===== src/rtl/coh_noc_pkg.sv =====
// Shared coherent-NoC definitions: snoop/response/data flit layouts, opcodes,
// line-state encodings and the snoop line-state transition helper.
package coh_noc_pkg;

    typedef enum logic [1:0] {
        DIR_INVALID   = 2'b00,
        DIR_SHARED    = 2'b01,
        DIR_EXCLUSIVE = 2'b10,
        DIR_MODIFIED  = 2'b11
    } directory_state_e;

    localparam logic [7:0] SNP_SHARED           = 8'h20;
    localparam logic [7:0] SNP_CLEAN            = 8'h21;
    localparam logic [7:0] SNP_ONCE             = 8'h22;
    localparam logic [7:0] SNP_NOT_SHARED_DIRTY = 8'h23;
    localparam logic [7:0] SNP_UNIQUE           = 8'h24;
    localparam logic [7:0] SNP_CLEAN_SHARED     = 8'h25;
    localparam logic [7:0] SNP_CLEAN_INVALID    = 8'h26;
    localparam logic [7:0] SNP_MAKE_INVALID     = 8'h27;
    localparam logic [7:0] SNP_DVM_OP           = 8'h28;

    // Forwarding snoops 0x30-0x37 behave exactly like 0x20-0x27 at this node.
    localparam logic [7:0] SNP_FWD_FIRST  = 8'h30;
    localparam logic [7:0] SNP_FWD_LAST   = 8'h37;
    localparam logic [7:0] SNP_FWD_OFFSET = 8'h10;

    typedef enum logic [7:0] {
        RSP_LCRD_RETURN = 8'h00,
        RSP_SNP_RESP    = 8'h01,
        RSP_COMP_ACK    = 8'h14
    } rsp_opcode_e;

    typedef enum logic [7:0] {
        DAT_LCRD_RETURN   = 8'h00,
        DAT_SNP_RESP_DATA = 8'h01,
        DAT_COMP_DATA     = 8'h04
    } dat_opcode_e;

    localparam logic [1:0] RESP_I     = 2'b00;
    localparam logic [1:0] RESP_S     = 2'b01;
    localparam logic [1:0] RESP_E     = 2'b10;
    localparam logic [1:0] RESP_M     = 2'b11;
    localparam logic [1:0] RESP_ERROR = 2'b11;

    typedef enum logic [1:0] {
        ACT_LOOKUP,
        ACT_DVM,
        ACT_ERROR
    } snp_action_e;

    typedef enum logic [2:0] {
        S_IDLE,
        S_LOOKUP,
        S_WAIT,
        S_SEND_RSP,
        S_SEND_DAT
    } snp_fsm_e;

    typedef struct packed {
        logic [3:0]  qos;
        logic [7:0]  tgt_id;
        logic [7:0]  src_id;
        logic [11:0] txn_id;
        logic [7:0]  fwd_node_id;
        logic [11:0] fwd_txn_id;
        logic [7:0]  opcode;
        logic [47:0] addr;
        logic        ns;
        logic        do_not_go_to_sd;
        logic        ret_to_src;
        logic        trace_tag;
    } snp_flit_t;

    typedef struct packed {
        logic [3:0]  qos;
        logic [7:0]  tgt_id;
        logic [7:0]  src_id;
        logic [11:0] txn_id;
        rsp_opcode_e opcode;
        logic [1:0]  resp_err;
        logic [1:0]  resp;
        logic [2:0]  fwd_state;
        logic [11:0] dbid;
        logic [3:0]  pcrd_type;
        logic        trace_tag;
    } rsp_flit_t;

    typedef struct packed {
        logic [3:0]   qos;
        logic [7:0]   tgt_id;
        logic [7:0]   src_id;
        logic [11:0]  txn_id;
        logic [7:0]   home_node_id;
        dat_opcode_e  opcode;
        logic [1:0]   resp_err;
        logic [1:0]   resp;
        logic [2:0]   fwd_state;
        logic [11:0]  dbid;
        logic [1:0]   ccid;
        logic [1:0]   data_id;
        logic         trace_tag;
        logic [63:0]  be;
        logic [511:0] data;
    } dat_flit_t;

    function automatic logic [1:0] state_to_resp(input directory_state_e s);
        case (s)
            DIR_SHARED:    return RESP_S;
            DIR_EXCLUSIVE: return RESP_E;
            DIR_MODIFIED:  return RESP_M;
            default:       return RESP_I;
        endcase
    endfunction

    // An invalid line never gains a state, whatever the snoop asks for.
    function automatic directory_state_e next_line_state(input logic [7:0] base_op,
                                                         input directory_state_e cur);
        if (cur == DIR_INVALID) return DIR_INVALID;
        case (base_op)
            SNP_SHARED, SNP_CLEAN, SNP_NOT_SHARED_DIRTY, SNP_CLEAN_SHARED: return DIR_SHARED;
            SNP_UNIQUE, SNP_CLEAN_INVALID, SNP_MAKE_INVALID:               return DIR_INVALID;
            default:                                                       return cur;
        endcase
    endfunction

endpackage


===== src/rtl/chi_snp_responder.sv =====
// Single-outstanding CHI snoop responder: looks the line up, updates its state
// and answers with SnpResp or SnpRespData.
module chi_snp_responder
    import coh_noc_pkg::*;
#(
    parameter logic [7:0] NODE_ID = 8'h00
) (
    input  logic             clk,
    input  logic             rst,
    input  logic             snp_valid,
    output logic             snp_ready,
    input  snp_flit_t        snp_flit,
    output logic             lookup_valid,
    output logic [44:0]      lookup_addr,
    input  logic             lookup_resp_valid,
    input  directory_state_e lookup_state,
    input  logic [511:0]     lookup_data,
    output logic             upd_valid,
    output logic [44:0]      upd_addr,
    output directory_state_e upd_state,
    output logic             rsp_valid,
    input  logic             rsp_ready,
    output rsp_flit_t        rsp_flit,
    output logic             dat_valid,
    input  logic             dat_ready,
    output dat_flit_t        dat_flit,
    output logic             busy,
    output logic [15:0]      snp_count
);

    snp_fsm_e         state_q, state_d;
    logic [7:0]       src_q, src_d;
    logic [11:0]      txn_q, txn_d;
    logic             trace_q, trace_d;
    logic [44:0]      addr_q, addr_d;
    logic [7:0]       base_q, base_d;
    logic [15:0]      count_q, count_d;
    logic             rsp_valid_q, rsp_valid_d;
    logic             dat_valid_q, dat_valid_d;
    rsp_flit_t        rsp_flit_q, rsp_flit_d;
    dat_flit_t        dat_flit_q, dat_flit_d;
    logic [7:0]       in_base;
    directory_state_e line_next;
    logic             unused_snp_fields;

    function automatic logic [7:0] normalize_opcode(input logic [7:0] op);
        if (op >= SNP_FWD_FIRST && op <= SNP_FWD_LAST) return op - SNP_FWD_OFFSET;
        return op;
    endfunction

    function automatic snp_action_e decode_action(input logic [7:0] base);
        if (base == SNP_DVM_OP) return ACT_DVM;
        if (base >= SNP_SHARED && base <= SNP_MAKE_INVALID) return ACT_LOOKUP;
        return ACT_ERROR;
    endfunction

    function automatic rsp_flit_t build_rsp(input logic [7:0] src, input logic [11:0] txn,
                                            input logic trace, input logic [1:0] resp);
        rsp_flit_t r;
        r           = '0;
        r.tgt_id    = src;
        r.src_id    = NODE_ID;
        r.txn_id    = txn;
        r.opcode    = RSP_SNP_RESP;
        r.resp      = resp;
        r.trace_tag = trace;
        return r;
    endfunction

    function automatic dat_flit_t build_dat(input logic [7:0] src, input logic [11:0] txn,
                                            input logic trace, input logic [1:0] resp,
                                            input logic [511:0] data);
        dat_flit_t d;
        d              = '0;
        d.tgt_id       = src;
        d.src_id       = NODE_ID;
        d.txn_id       = txn;
        d.home_node_id = src;
        d.opcode       = DAT_SNP_RESP_DATA;
        d.resp         = resp;
        d.trace_tag    = trace;
        d.be           = '1;
        d.data         = data;
        return d;
    endfunction

    assign unused_snp_fields = ^{snp_flit.qos, snp_flit.tgt_id, snp_flit.fwd_node_id,
                                 snp_flit.fwd_txn_id, snp_flit.addr[2:0], snp_flit.ns,
                                 snp_flit.do_not_go_to_sd, snp_flit.ret_to_src};

    always_comb begin
        state_d     = state_q;
        src_d       = src_q;
        txn_d       = txn_q;
        trace_d     = trace_q;
        addr_d      = addr_q;
        base_d      = base_q;
        count_d     = count_q;
        rsp_valid_d = rsp_valid_q;
        dat_valid_d = dat_valid_q;
        rsp_flit_d  = rsp_flit_q;
        dat_flit_d  = dat_flit_q;
        upd_valid   = 1'b0;
        in_base     = normalize_opcode(snp_flit.opcode);
        line_next   = next_line_state(base_q, lookup_state);

        case (state_q)
            S_IDLE: begin
                if (snp_valid) begin
                    src_d   = snp_flit.src_id;
                    txn_d   = snp_flit.txn_id;
                    trace_d = snp_flit.trace_tag;
                    addr_d  = snp_flit.addr[47:3];
                    base_d  = in_base;
                    if (count_q != 16'hFFFF) count_d = count_q + 16'd1;
                    case (decode_action(in_base))
                        ACT_DVM: begin
                            rsp_flit_d  = build_rsp(snp_flit.src_id, snp_flit.txn_id,
                                                    snp_flit.trace_tag, RESP_I);
                            rsp_valid_d = 1'b1;
                            state_d     = S_SEND_RSP;
                        end
                        ACT_ERROR: begin
                            rsp_flit_d  = build_rsp(snp_flit.src_id, snp_flit.txn_id,
                                                    snp_flit.trace_tag, RESP_ERROR);
                            rsp_valid_d = 1'b1;
                            state_d     = S_SEND_RSP;
                        end
                        default: state_d = S_LOOKUP;
                    endcase
                end
            end
            S_LOOKUP: state_d = S_WAIT;
            S_WAIT: begin
                // Dirty data leaves with the response unless the snoop discards it.
                if (lookup_resp_valid) begin
                    upd_valid = (line_next != lookup_state);
                    if (lookup_state == DIR_MODIFIED && base_q != SNP_MAKE_INVALID) begin
                        dat_flit_d  = build_dat(src_q, txn_q, trace_q,
                                                state_to_resp(line_next), lookup_data);
                        dat_valid_d = 1'b1;
                        state_d     = S_SEND_DAT;
                    end else begin
                        rsp_flit_d  = build_rsp(src_q, txn_q, trace_q, state_to_resp(line_next));
                        rsp_valid_d = 1'b1;
                        state_d     = S_SEND_RSP;
                    end
                end
            end
            S_SEND_RSP: begin
                if (rsp_ready) begin
                    rsp_valid_d = 1'b0;
                    state_d     = S_IDLE;
                end
            end
            S_SEND_DAT: begin
                if (dat_ready) begin
                    dat_valid_d = 1'b0;
                    state_d     = S_IDLE;
                end
            end
            default: state_d = S_IDLE;
        endcase
    end

    always_ff @(posedge clk or posedge rst) begin
        if (rst) begin
            state_q     <= S_IDLE;
            src_q       <= '0;
            txn_q       <= '0;
            trace_q     <= 1'b0;
            addr_q      <= '0;
            base_q      <= '0;
            count_q     <= '0;
            rsp_valid_q <= 1'b0;
            dat_valid_q <= 1'b0;
            rsp_flit_q  <= '0;
            dat_flit_q  <= '0;
        end else begin
            state_q     <= state_d;
            src_q       <= src_d;
            txn_q       <= txn_d;
            trace_q     <= trace_d;
            addr_q      <= addr_d;
            base_q      <= base_d;
            count_q     <= count_d;
            rsp_valid_q <= rsp_valid_d;
            dat_valid_q <= dat_valid_d;
            rsp_flit_q  <= rsp_flit_d;
            dat_flit_q  <= dat_flit_d;
        end
    end

    assign snp_ready    = (state_q == S_IDLE);
    assign busy         = (state_q != S_IDLE);
    assign lookup_valid = (state_q == S_LOOKUP);
    assign lookup_addr  = addr_q;
    assign upd_addr     = addr_q;
    assign upd_state    = line_next;
    assign rsp_valid    = rsp_valid_q;
    assign dat_valid    = dat_valid_q;
    assign rsp_flit     = rsp_flit_q;
    assign dat_flit     = dat_flit_q;
    assign snp_count    = count_q;

endmodule

===== config.mk =====
export PLATFORM = sky130hd
export DESIGN_NAME = chi_snp_responder
export DESIGN_NICKNAME = d
export VERILOG_FILES = /design/src/rtl/coh_noc_pkg.sv /design/src/rtl/chi_snp_responder.sv
export SDC_FILE = /design/constraint.sdc
export NUM_CORES = 1
export LEC_CHECK = 0
export BUFFER_PORTS_ARGS = -buffer_cell sky130_fd_sc_hd__buf_2
export CAP_MARGIN = 20
export CORE_AREA = 5 5 561 563
export DETAILED_ROUTE_END_ITERATION = 8
export DIE_AREA = 0 0 566 568
export GPL_TIMING_DRIVEN = 0
export SYNTH_ARGS = -nofsm -noshare
export SYNTH_HDL_FRONTEND = slang
export SYNTH_SLANG_ARGS = --single-unit

===== constraint.sdc =====
create_clock -name clk -period 28 [get_ports clk]
set_input_delay 1.4 -clock clk [delete_from_list [all_inputs] [get_ports clk]]
set_output_delay 1.4 -clock clk [all_outputs]
set_load 0.05 [all_outputs]

* Word level (Yosys, flattened, before mapping)
Index checks and enable logic that the tools add are counted.
Operators by class: $lt $le $gt $ge 4, equality and inequality tests 29, $add $sub $neg 2, multiplexer cells 45, reductions and logical operators 19
Operator list (count):
- $pmux W64 S2 | 2
- $mux W64 | 3
- $eq A8 B6 Y1 const B | 8
- $mux W1 | 19
- $mux W2 | 9
- $add A16 B1 Y16 const B | 1
- $ge A8 B6 Y1 const B | 2
- $le A8 B6 Y1 const B | 2
- $mux W8 | 2
- $ne A16 B16 Y1 const B | 1
- $mux W3 | 5
- $pmux W3 S5 | 1
- $ne A2 B2 Y1 const B | 7
- $eq A2 B2 Y1 const B | 4
- $ne A8 B6 Y1 const B | 1
- $reduce_and A4 Y1 | 2
- $sub A8 B5 Y8 const B | 1
- $eq A3 B2 Y1 const B | 2
- $pmux W2 S3 | 1
- $reduce_and A3 Y1 | 2
- $reduce_and A6 Y1 | 1
- $reduce_bool A3 Y1 | 2
- $reduce_and A5 Y1 | 1
- $eq A2 B1 Y1 const B | 2
- 15 further kinds | 18
Storage, ports and cells: word-level logic and storage cells 126, register bits after elaboration 696, bits of input ports 632

* Logic depth before layout (Yosys ltp)
depth after elaboration 20, mapped depth 9, depth with buffers taken out 7

* Worst setup path after synthesis
Ideal clock, no wire load.
path type input -> output, start input lookup_state[1], end output upd_state[0], cell stages on the path 3, buffers on the path 0, path slack 24.192 ns, data required time 26.600 ns, arrival time 2.408 ns, path through and3_1 o22ai_1 a21oi_1
Between the ends: longest elaborated chain between the ends 3
Ends and longest elaborated chain:
- start: declaration | RTL line chi_snp_responder.sv:16 | input directory_state_e lookup_state,
- $logic_not A2 Y1 | RTL line coh_noc_pkg.sv:118 | if (cur == DIR_INVALID) return DIR_INVALID;
- $mux W1 | RTL line coh_noc_pkg.sv:118
- $mux W2 | RTL line coh_noc_pkg.sv:119 | case (base_op)
- end: declaration | RTL line chi_snp_responder.sv:20 | output directory_state_e upd_state,
Every way passes these cells.

* Final worst setup path
start register state_q[0], end output upd_valid
Between the ends: longest elaborated chain between the ends 2
Ends and longest elaborated chain:
- start: declaration | RTL line chi_snp_responder.sv:31 | snp_fsm_e state_q, state_d;
- start signal: assignment | RTL line chi_snp_responder.sv:180 | state_q <= state_d;
- $eq A3 B2 Y1 | RTL line chi_snp_responder.sv:107 | case (state_q)
- $mux W1 | RTL line chi_snp_responder.sv:107
- end: declaration | RTL line chi_snp_responder.sv:18 | output logic upd_valid,
Every way passes these cells.

==> impl_metrics.json <==
{
  "worst_ir_drop_vdd_mv": 0.0844,
  "ctsResizeCount": 0,
  "root_buffer": "clkbuf_16",
  "drt_iter0_markers": 1087,
  "synth_top_cell_area_share_pct": 62.1,
  "yosysUniqueCellTypes": 43,
  "worst_slew_pin_slew_ns": 0.983,
  "syn_avg_cell_area_um2": 14.2,
  "syn_inst": 1860,
  "p_sw_mw": 3.58,
  "place_ws_ns": 23.55,
  "path_clk_slew_ns": 0.06,
  "start_kind": "flop",
  "synth_common_cells": "655 x dfrtp_1, 580 x mux2_2, 222 x nand2_1",
  "clock-sinks": 655,
  "vias_per_cell": 2.88,
  "slew_viol_final": 0,
  "post_cts_buffers": 0,
  "overflow": 0,
  "hpwl_um": 188000,
  "cellInternalPower_mw": 2.89,
  "p_comb_share_pct": 57.2,
  "synthesis.area_um2": 26400,
  "path_max_fanout": 10,
  "min_period_over_period_pct": 15.9,
  "synth_warnings": 0,
  "gp_congestion": 0.905,
  "design.final.nets": 4009,
  "fp.dieH_um": 568,
  "drive_gt1_share_pct": 67.5,
  "track_usage_pct": 12.5,
  "crit_type": "reg -> out",
  "grt_antenna_before_repair": 268,
  "arrival_ns": 3.06,
  "rows": 204,
  "antenna_left": 0,
  "cts_tree": "done",
  "slew_headroom_pct": 34.5,
  "endpoint_kind": "output pin",
  "grt_pass1_wl_um": 256000,
  "drt_wl_total_um": 209000,
  "min_path_type": "reg -> reg",
  "cts_hold_buf": 0,
  "max-cap-violations": 0,
  "power.density_nw_per_um2": 156,
  "hold_start": "rsp_flit[24]",
  "worstPathRequired_ns": 26.60,
  "holdWs_ns": 0.464,
  "first_pass_iters": 5,
  "fin_skew_ns": 0.0497,
  "ios": 1458,
  "synth-edff-count": 0,
  "pwr-share-clk_pct": 16.6,
  "clk_latency_ns": 0.80,
  "core_um2": 308000,
  "crit_start": "state_q[0]",
  "clockBufferDepth": 4,
  "htree_levels": 3,
  "start_util_pct": 8.56,
  "portBuffers": 1339,
  "cts_made_buffers": 84,
  "remaining_drc_errors": 0,
  "yosysMostFrequentCell": "dfrtp_1",
  "dieArea_um2": 321000,
  "swShare_pct": 55.4,
  "pwr-share-seq_pct": 26.3,
  "wl_per_cell_um": 27.5,
  "ys_ff_latch": 655,
  "synthArstFlopShare_pct": 100,
  "timing.final.ws_setup_ns": 23.54,
  "seq_area_frac_synth_pct": 62.1,
  "synth_area_leaders": "dfrtp_1 62%, mux2_2 25%, buf_4 5.6%",
  "outcome": "finished, final reports clean",
  "synthToLayoutAreaGrowth_pct": 57.3,
  "yosys.area.top_type": "dfrtp_1",
  "grt_start_max_net_pins": 120,
  "hold_viol": 0,
  "leakagePower_nw": 19.8,
  "ys.flop_type": "dfrtp_1",
  "rsz0062_at_grt": "no",
  "die_w_um": 566,
  "setup_viol": 0,
  "period_minus_slack_ns": 4.46,
  "r2r-start": "state_q[0]",
  "max_freq_mhz": 224,
  "grt_pass1_vias": 21600,
  "vias": 21800
}
-- final cells by class --
class	count	area, um2
repair buffers	1349	6930
fillers	35100	267000
flip-flops and latches	655	16400
inverters	11	48.8
multi-input cells	992	8400
plain buffers	281	1880
clock buffers	121	2380
diodes	36	90.1
well taps	4120	5150
clock inverters	21	250
-- power groups by stage --
stage / registers (mW) / clock network [mW] / logic [mW]
after detailed placement: 1.70 / 0 / 3.80
after global placement: 1.72 / 0 / 3.78
final: 1.70 / 1.07 / 3.70
after CTS: 1.70 / 1.12 / 3.80
after floorplan: 3.18 / 0 / 0.990
after global routing: 1.75 / 1.15 / 3.88
-- placed cells by master, fill, tap and decap left out, types with 14 or more instances in the layout --
cell type     n
buf_2      1396
diode_2      36
mux2_2      580
clkbuf_8     14
clkbuf_16    84
buf_4       197
conb_1       80
nand2_1     221
dfrtp_1     654
clkbuf_1     46
-- cells by family after synthesis --
logic type	count (synthesis)	synth area share, %
compound gates	33	0.772
xor+xnor	15	0.498
fa+ha+maj	3	0.142
buf+inv	292	7.28
flops	655	62.1
mux	580	24.7
other cells	1	0.0142
simple gates	281	4.49
-- through the flow --
| stage | cell area [um2] | TNS (ns) | power [mW] | instances | utilization (%) |
|---|---|---|---|---|---|
| after floorplan | 26700 | 0 | 4.17 | 1939 | - |
| after global routing | 41500 | 0 | 6.77 | 7565 | 13.5 |
| after CTS | 41400 | 0 | 6.61 | 7549 | 13.4 |
| after global placement | 38600 | -544.07 | 5.49 | 7398 | 12.5 |
| after detailed placement | 38800 | 0 | 5.50 | 7407 | 12.6 |
| final | 41500 | 0 | 6.47 | 7586 | 13.5 |
-- critical path: stages (launching register included) --
cell and delay (ns):
dfrtp_1 0.37, clkbuf_1 0.20, nor3b_1 0.20, buf_2 0.39, buf_1 0.57, nand3_1 0.16
nor2_1 0.11, buf_2 0.29
-- state kept, by name (all words and copies together) (netlist names), 3 cells and up --
signal / flops
base_q: 8
dat_flit: 536
lookup_addr: 45
rsp_flit: 24
snp_count: 16
src_q: 8
state_q: 3
txn_q: 12
-- final timing paths --
kind | to | slack [ns] | cells past startpoint
max in group asynchronous | snp_count[2] | 25.37 | 5
min in group asynchronous | dat_flit[286] | 0.65 | 2
min reg2reg | rsp_flit[24] | 0.46 | 1
max reg2reg | dat_flit[596] | 24.26 | 9
min | rsp_flit[24] | 0.46 | 1
max | upd_valid | 23.54 | 7
-- routing by layer --
metal	track usage [%]	vias up	part of all wire (%)
met3	13.4	573	23
li1	-	9139	-
met4	3.28	276	3.3
met1	10.7	10400	29
met2	19.5	1488	44
met5	0	-	0.84
No activity file was read; power rests on OpenSTA's default activity.
